===== config.mk =====
export PLATFORM = sky130hd
export DESIGN_NAME = multi_clk_divider
export DESIGN_NICKNAME = d
export VERILOG_FILES = /design/src/rtl/multi_clk_divider.sv
export SDC_FILE = /design/constraint.sdc
export NUM_CORES = 1
export LEC_CHECK = 0
export ABC_AREA = 1
export ABC_CLOCK_PERIOD_IN_PS = 3000
export CORE_MARGIN = 1.5
export CORE_UTILIZATION = 58
export DETAILED_ROUTE_END_ITERATION = 10
export PLACE_DENSITY = 0.89
export SYNTH_ARGS = -nofsm -noshare
export SYNTH_HDL_FRONTEND = slang
export SYNTH_SLANG_ARGS = --single-unit

===== constraint.sdc =====
create_clock -name clk_50MHz -period 3 [get_ports clk_50MHz]
set_input_delay 0.6 -clock clk_50MHz [delete_from_list [all_inputs] [get_ports clk_50MHz]]
set_output_delay 0.6 -clock clk_50MHz [all_outputs]
set_load 0.02 [all_outputs]

===== src/rtl/multi_clk_divider.sv =====
// NUM_CH-channel clock divider with run-time divisors. Each channel makes a near-50% clock and a
// period-start tick. New divisors take effect at period boundaries, and sync restarts all enabled channels in phase.
module multi_clk_divider #(
  parameter int          NUM_CH  = 4,
  parameter int          CH_W    = 2,
  parameter int          CNT_W   = 32,
  parameter int unsigned DEF_DIV = 50000
) (
  input  logic              clk_50MHz,
  input  logic              rst,
  input  logic [NUM_CH-1:0] en,
  input  logic              sync,
  input  logic              wr_en,
  input  logic [CH_W-1:0]   wr_ch,
  input  logic [CNT_W-1:0]  wr_data,
  input  logic [CH_W-1:0]   rd_ch,
  output logic [CNT_W-1:0]  rd_data,
  output logic [NUM_CH-1:0] clk_out,
  output logic [NUM_CH-1:0] tick
);

  // CH_STOP covers a disabled channel, a channel with divisor 0, and the state after reset.
  // Leaving CH_STOP with a non-zero divisor always goes through the restart path.
  typedef enum logic {
    CH_STOP,
    CH_RUN
  } ch_state_e;

  logic [CNT_W-1:0] shadow_all [NUM_CH];

  for (genvar c = 0; c < NUM_CH; c++) begin : g_ch
    ch_state_e        state_q, state_d;
    logic [CNT_W-1:0] shadow_q, shadow_d;
    logic [CNT_W-1:0] active_q, active_d;
    logic [CNT_W-1:0] cnt_q, cnt_d;
    logic [CNT_W-1:0] half, last, inc;
    logic             clk_q, clk_d;
    logic             tick_q, tick_d;
    logic             wr_hit;
    logic             reload_ok;

    assign wr_hit    = wr_en && (wr_ch == CH_W'(c));
    assign half      = (active_q + CNT_W'(1)) >> 1;
    assign last      = active_q - CNT_W'(1);
    assign inc       = cnt_q + CNT_W'(1);
    assign reload_ok = (shadow_q != '0);

    // The restart and reload paths read shadow_q, the value before this cycle's write.
    // A write on a boundary or sync cycle therefore only reaches the next period.
    always_comb begin
      // NOTE: every output of this block gets a default first, so no branch can infer a latch.
      state_d  = state_q;
      shadow_d = wr_hit ? wr_data : shadow_q;
      active_d = active_q;
      cnt_d    = cnt_q;
      clk_d    = 1'b0;
      tick_d   = 1'b0;

      if (!en[c]) begin
        state_d  = CH_STOP;
        cnt_d    = '0;
        active_d = shadow_q;
      end else if ((sync || state_q == CH_STOP) && reload_ok) begin
        state_d  = CH_RUN;
        cnt_d    = '0;
        active_d = shadow_q;
        clk_d    = 1'b1;
        tick_d   = 1'b1;
      end else if (state_q == CH_STOP) begin
        cnt_d    = '0;
        active_d = shadow_q;
      end else if (cnt_q == last) begin
        cnt_d    = '0;
        active_d = shadow_q;
        if (reload_ok) begin
          clk_d  = 1'b1;
          tick_d = 1'b1;
        end else begin
          state_d = CH_STOP;
        end
      end else begin
        cnt_d = inc;
        clk_d = (inc < half);
      end
    end

    always_ff @(posedge clk_50MHz or negedge rst) begin
      // NOTE: all state, including the divisor registers, is reset, so behaviour after reset is fully defined.
      if (!rst) begin
        state_q  <= CH_STOP;
        shadow_q <= CNT_W'(DEF_DIV);
        active_q <= CNT_W'(DEF_DIV);
        cnt_q    <= '0;
        clk_q    <= 1'b0;
        tick_q   <= 1'b0;
      end else begin
        // NOTE: non-blocking assignments make every register update from the same pre-edge values.
        state_q  <= state_d;
        shadow_q <= shadow_d;
        active_q <= active_d;
        cnt_q    <= cnt_d;
        clk_q    <= clk_d;
        tick_q   <= tick_d;
      end
    end

    assign clk_out[c]    = clk_q;
    assign tick[c]       = tick_q;
    assign shadow_all[c] = shadow_q;
  end

  // Any rd_ch of NUM_CH or above matches no channel and reads back 0.
  always_comb begin
    rd_data = '0;
    for (int c = 0; c < NUM_CH; c++) begin
      if (rd_ch == CH_W'(c)) rd_data = shadow_all[c];
    end
  end

endmodule


==> run summary, run 1 <==
Post-detailed-route wirelength per cell = 19.3 um
WP data arrival = 3880 ps
I/O pin count = 84
Pin slew with the least headroom to its limit = 743 ps
Gpl congestion = 1.04
Sw frac = 38.5%
Clk Latency, worst-skew pair = 620 ps
Fraction of synthesized area in multiplexers = 0%
Drt initial violations = 4,127
Synthesized area = 30,100 um2
Initial Util = 58.7%
CORE AREA = 51,300 um2
Slew Limit Headroom = 50.4%
Register bit total from synthesis = 396
Hold Fails Final Rpt = 0
Die H = 231 um
RSZ-0062 raised after global routing = true
Share of post-route cells with drive strength above 1 = 21.4%
Die X-Extent = 231 um
Sequential power share = 37.2%
Max frequency = 300 MHz
Post-synth EDFFs = 0
Top_reg_cell synth = dfrtp_1
Synth top area share = 28.9%
GRT Residual Overflow = 0
Violated checks = negative setup slack
Critical Path Max Stage Delay = 390 ps
Nets = 5,036
Port Buffers = 83
Std cell rows = 83
Worst vdd ir = 473 uV
H-tree depth = 2
Most frequent cells in the layout = nand2_1, buf_4, nor2_1, inv_1, dfrtp_1
Vias in the first global route = 30,900
Pre-antenna DRT Iters = 9
Min Tclk post-route = 3330 ps
Gate power share = 32.5%
Design Area, Final = 38,500 um2
Crit. End Element = flop
CTS Hold Bufs = 0
Share of flip-flops with an asynchronous set or reset = 100%
Vias per inst = 5.93
Clock Tree Buf Depth = 3
WS Path Type = flop to flop
Final WL = 108,000 um
CTS Buf Count = 44
Worst Hold Class = input port to asynchronous set/reset pin
Clock root buffer = clkbuf_16
Sequential fraction of the synthesis area = 33.1%
First-pass GRT wire length = 161,000 um
Total Power = 18.7 mW
Synth Area in Simple Gates = 36.4%
Yosys cell types = 57
Via count = 33,100
Post-route DRC = 0
Setup Skew = 22.8 ps
Final Cycle Share = 111%
Avg Inst Size Synth = 6.92 um2
Max-cap violations = 0
Clk pwr share = 30.3%
Syn nets = 4,526
Number of antenna diodes = 0
Status = finished with violations
Post-DP HPWL = 77,600 um
CTS tree = built
Final hold slack = 23.5 ps
LEAKAGE = 19.0 nW
Die area = 53,300 um2
Int Power = 11.5 mW
Largest family of logic cells by synthesized area = simple AND/OR/NAND/NOR gates
Yosys warns = 0
CP required = 3550 ps
Setup ws final = -328 ps
Worst-path cell chain = nand2_2 -> nor2_4 -> nand2_2 -> nor2_4 -> nand2_1 -> nor2_2 -> and3_4 -> buf_4 -> buf_4 -> nand2_1 -> nor2_2 -> nand2_1 -> nand2_1 -> inv_1 -> ha_1 -> a21oi_1 -> o21ai_0 -> o21bai_1 -> a21oi_1 -> nand3_1 -> o21bai_1 -> nand3_1 -> nand2_1 -> inv_1
Sw Pwr = 7.21 mW
Synth Area in Compound Gates = 6.11%
Crit-path slowest cell = dfrtp_1
Post-Synth XOR/XNOR Area = 9.48%
Power per cell area = 486 nW/um2
Post-Synthesis Cells = 4,350
Yosys top cell by area = dfrtp_1
Tot GR Track Use = 37.9%
Post-Synth Adder-Cell Area = 5.48%
Setup TNS = -1200 ps
Area contributors post-synth = dfrtp_1, nand2_1, nor2_1
# setup viols final = 4
Clock-pin slew on the worst setup and hold paths = 60 ps
Clk sink count = 396
Post-DRT Antenna Nets = 0
Cell mode on critical path = nand2_1
Startpoint types = flop
Dpl cell area = 34,700 um2
Worst-path maximum fanout = 3
Max-slew violations = 0
Initial antenna violation count = 2
Most common cell after layout, fill and taps aside = nand2_1
Largest net degree at the start of global routing = 80
Layout area overhead = 27.8%
-- final timing paths --
path,depth (start not counted),slack [ps],endpoint,from
min in group clk_50MHz,2,490,g_ch[3].active_q[6],g_ch[3].shadow_q[6]
worst max-delay path,24,-330,g_ch[2].clk_q,g_ch[2].cnt_q[1]
worst min register to register,2,490,g_ch[3].active_q[6],g_ch[3].shadow_q[6]
worst min-delay path,1,20,g_ch[3].cnt_q[10],rst
max in group asynchronous,2,2110,g_ch[1].shadow_q[9],rst
worst max register to register,24,-330,g_ch[2].clk_q,g_ch[2].cnt_q[1]
-- flip-flops by register name, indices dropped and copies added (netlist names) --
register and count:
g_ch.tick_q 4, g_ch.active_q 128, g_ch.shadow_q 128, g_ch.cnt_q 128
g_ch.clk_q 4, g_ch.state_q 4
-- per-layer routing --
layer | up-vias | GRT usage [%] | wire length [um]
met2 | 2126 | 61.7 | 48700
met5 | - | 0 | 15
met4 | 2 | 18.4 | 6900
li1 | 15000 | - | -
met3 | 561 | 7.78 | 11900
met1 | 15400 | 48.1 | 40000
-- repair_timing --
item	4_1_cts	5_1_grt
setup buffers	40	59
pin swaps	50	133
gates resized for setup	106	239
cloned	0	10
setup endpoints to repair	34	270
hold endpoints to repair	0	0
-- cell type report --
type                            instances  area, um2
Timing Repair Buffer                  670       5620
Fill cell                            3641      12800
Inverter                              485       1820
Multi-Input combinational cell       3263      18800
Sequential cell                       396       9970
Clock inverter                         26        262
Tap cell                              680        851
Clock buffer                           56       1220
-- per-stage QoR --
stage               setup WS (ps)  utilization (%)  instances
finish                       -328             75.1       5576
global route                 -629             75.1       5576
CTS                          -353             71.7       5508
detailed placement           -492             67.6       5386
global placement             -399             67.6       5386
floorplan                    -164                -       4350
-- power groups by stage --
stage                     Sequential [mW]  Combinational (mW)  Clock, mW
after floorplan                      6.47                3.74          0
after global placement               6.93                5.35          0
after detailed placement             6.94                5.49          0
after CTS                            6.87                5.60       5.69
after global routing                 7.00                6.62       5.92
final                                6.97                6.08       5.67
-- kinds of logic (layout without fill, tap and decap cells) --
| family | after synthesis | count (layout) |
|---|---|---|
| AO/OA/AOI/OAI | 340 | 340 |
| XOR/XNOR | 318 | 318 |
| adder cells (fa/ha/maj) | 132 | 132 |
| buffers and inverters | 692 | 1237 |
| flip-flops | 396 | 396 |
| AND/OR/NAND/NOR | 2472 | 2473 |
-- critical path, delay by kind of cell, from the launching register on --
kind | cells | cell delay [ps]
and+or+nand+nor | 14 | 1470
AOI/OAI and AO/OA | 5 | 770
DFF | 1 | 390
adders and majority gates | 1 | 330
buffers and inverters | 4 | 290
-- cells in the mapped netlist (11+ instances only) --
library cell	instances
inv_1	476
a21oi_1	90
nand3_1	234
clkbuf_1	117
a221oi_1	17
nor2_2	40
nand4_1	222
o21ai_1	13
ha_1	132
nor3_1	85
nand2_1	1187
dfstp_2	48
buf_4	20
nand3b_1	20
nor2_1	554
dfrtp_1	348
xnor2_1	84
or2_2	11
xor2_1	229
buf_2	59
nand2_2	13
o21ai_0	189
nor4_1	55
Note: power is estimated with default switching activity, not from simulation.
==> run 2, diff against run 1 <==
--- a/config.mk
+++ b/config.mk
@@ -7,10 +7,13 @@
 export LEC_CHECK = 0
 export ABC_AREA = 1
 export ABC_CLOCK_PERIOD_IN_PS = 3000
+export CELL_PAD_IN_SITES_DETAIL_PLACEMENT = 0
+export CELL_PAD_IN_SITES_GLOBAL_PLACEMENT = 1
 export CORE_MARGIN = 1.5
-export CORE_UTILIZATION = 58
+export CORE_UTILIZATION = 42
 export DETAILED_ROUTE_END_ITERATION = 10
-export PLACE_DENSITY = 0.89
+export PLACE_DENSITY = 0.88
+export REMOVE_ABC_BUFFERS = 1
 export SYNTH_ARGS = -nofsm -noshare
 export SYNTH_HDL_FRONTEND = slang
 export SYNTH_SLANG_ARGS = --single-unit
==> run summary, run 2 (synthesis results as in run 1) <==
I/O pin count = 84 (unchanged)
Port Buffers = 83 (unchanged)
Total Power = 18.7 mW (about the same)
Power per cell area = 490 nW/um2 (+0.85%)
Std cell rows = 98 (+18%)
RSZ-0062 raised after global routing = true
Violated checks = negative setup slack
Clock root buffer = clkbuf_16
Dpl cell area = 35,500 um2 (+2.3%)
Startpoint types = flop
Status = finished with violations
Hold Crit Start = g_ch[1].shadow_q[9]
# setup viols final = 4 (unchanged)
CORE AREA = 71,200 um2 (+39%)
Max frequency = 304 MHz (+1.0%)
Final hold slack = 482 ps (+459 ps)
Setup TNS = -1050 ps (+143 ps)
Worst Hold Class = flop to flop
Worst vdd ir = 431 uV (-9.0%)
GRT Residual Overflow = 0 (unchanged)
H-tree depth = 2 (unchanged)
Largest net degree at the start of global routing = 81 (+1.3%)
Slew Limit Headroom = 38.5% (-12 points)
Clk sink count = 396 (unchanged)
Via count = 30,500 (-7.6%)
Post-route DRC = 0 (unchanged)
Vias in the first global route = 29,200 (-5.6%)
Worst r2r src = g_ch[2].active_q[1]
Design Area, Final = 38,200 um2 (-0.82%)
Share of post-route cells with drive strength above 1 = 19.6% (-1.9 points)
Clock Tree Buf Depth = 3 (unchanged)
Nets = 5,041 (+0.099%)
Final WL = 104,000 um (-3.4%)
Die X-Extent = 271 um (+17%)
Pin slew with the least headroom to its limit = 915 ps (+171 ps)
Most common cell after layout, fill and taps aside = nand2_1
Min Tclk post-route = 3290 ps (-33.7 ps)
LEAKAGE = 18.7 nW (-1.6%)
Setup Skew = 22.0 ps (-0.817 ps)
Largest registers = g_ch.active_q x128, g_ch.cnt_q x128, g_ch.shadow_q x128
Hold Fails Final Rpt = 0 (unchanged)
Tot GR Track Use = 27.9% (-10 points)
Die area = 73,300 um2 (+38%)
First-pass GRT wire length = 162,000 um (+0.58%)
Crit. End Element = flop
Initial antenna violation count = 3 (+1)
WS Path Type = flop to flop
CTS Buf Count = 48 (+9.1%)
Setup ws final = -294 ps (+33.7 ps)
WP data arrival = 3790 ps (-90 ps)
Die H = 271 um (+17%)
Max-slew violations = 0 (unchanged)
Finished Core Util = 53.6% (-21 points)
Post-detailed-route wirelength per cell = 17.7 um (-8.0%)
Post-Place Setup Slack = -442 ps (+50.1 ps)
Post-DRT Antenna Nets = 0 (unchanged)
CTS tree = built
Initial Util = 42.3% (-16 points)
Worst-path maximum fanout = 4 (+1)
Layout area overhead = 26.8%
Drt initial violations = 2,755 (-33%)
Max-cap violations = 0 (unchanged)
Gpl congestion = 0.974 (-6.4%)
Vias per inst = 5.22 (-12%)
CP required = 3500 ps (-50 ps)
Clk Latency, worst-skew pair = 600 ps (-20 ps)
Post-DP HPWL = 81,500 um (+4.9%)
Final Cycle Share = 110% (-1.1 points)
Non-Filler Instances = 5,856 (+5.0%)
Most frequent cells in the layout = nand2_1, buf_4, nor2_1, inv_1, dfrtp_1
Pre-antenna DRT Iters = 6 (-3)
Placed cells = 5,718 (+6.2%)
Clock-pin slew on the worst setup and hold paths = 60 ps (about the same)
Crit path from = g_ch[2].active_q[1]
-- run 2: cell types whose count changed in the layout (fill, tap and decap cells not counted), sizes merged, moves of 2 or more --
cell	previous run	this run
clkdlybuf4s15	4	7
buf	583	588
inv	487	481
clkinv	16	21
dlymetal6s2s	8	1
clkdlybuf4s50	52	49
dlygate4sd2	16	21
diode	0	2
clkbuf	63	69
-- run 2: cell type report --
| class | count | area (um2) |
|---|---|---|
| fillers | 6946 | 33100 |
| diodes | 2 | 5.00 |
| clock inverters | 25 | 269 |
| multi-input cells | 3262 | 18000 |
| well taps | 950 | 1190 |
| flip-flops and latches | 396 | 9970 |
| clock buffers | 64 | 1330 |
| inverters | 485 | 1820 |
| repair buffers | 672 | 5570 |
-- run 2: timing repair --
item                                   CTS  global route
resized for setup                      112           109
setup endpoints to repair               34           256
endpoints found under the hold margin   31             0
gates cloned                             0             3
hold buffers                             1             0
buffers inserted                        22            22
pin swaps                               30            49
-- run 2: final timing paths --
check                                            to  slack [ps]  cells past startpoint
worst min-delay path            g_ch[1].active_q[9]         480                      2
max in group asynchronous          g_ch[2].cnt_q[8]        1530                      4
min in group asynchronous         g_ch[1].cnt_q[24]         510                      2
worst min register to register  g_ch[1].active_q[9]         480                      2
worst max register to register        g_ch[2].clk_q        -290                     19
worst max-delay path                  g_ch[2].clk_q        -290                     19
-- run 2: report_power, final --
part / internal, mW / leakage [nW] / switching (mW)
clock network: 3.48 / 0.782 / 2.53
logic: 2.26 / 12.9 / 3.58
registers: 6.02 / 5.03 / 0.854
total: 11.8 / 18.7 / 6.97
-- run 2: per-layer routing --
metal	GRT usage, %	vias to the layer above	part of all wire (%)
met2	44.5	943	45
met1	39.3	14400	45
met4	9.00	0	3.2
met5	0	-	0
li1	-	15100	-
met3	3.05	150	5.9
-- run 2: critical path, stage by stage (launching register included) --
cell and delay [ps]:
dfrtp_1 360, inv_1 70, nor3_2 220, nand3_1 140, nor2_2 120, nand2_2 100
nor2_4 140, nand4_1 270, buf_4 240, buf_4 130, xor2_1 160, ha_1 320
nand4_1 150, o21bai_1 270, a21oi_1 100, nand3_1 90, o21bai_1 110, nand3_1 90
nand2_1 90, inv_1 40
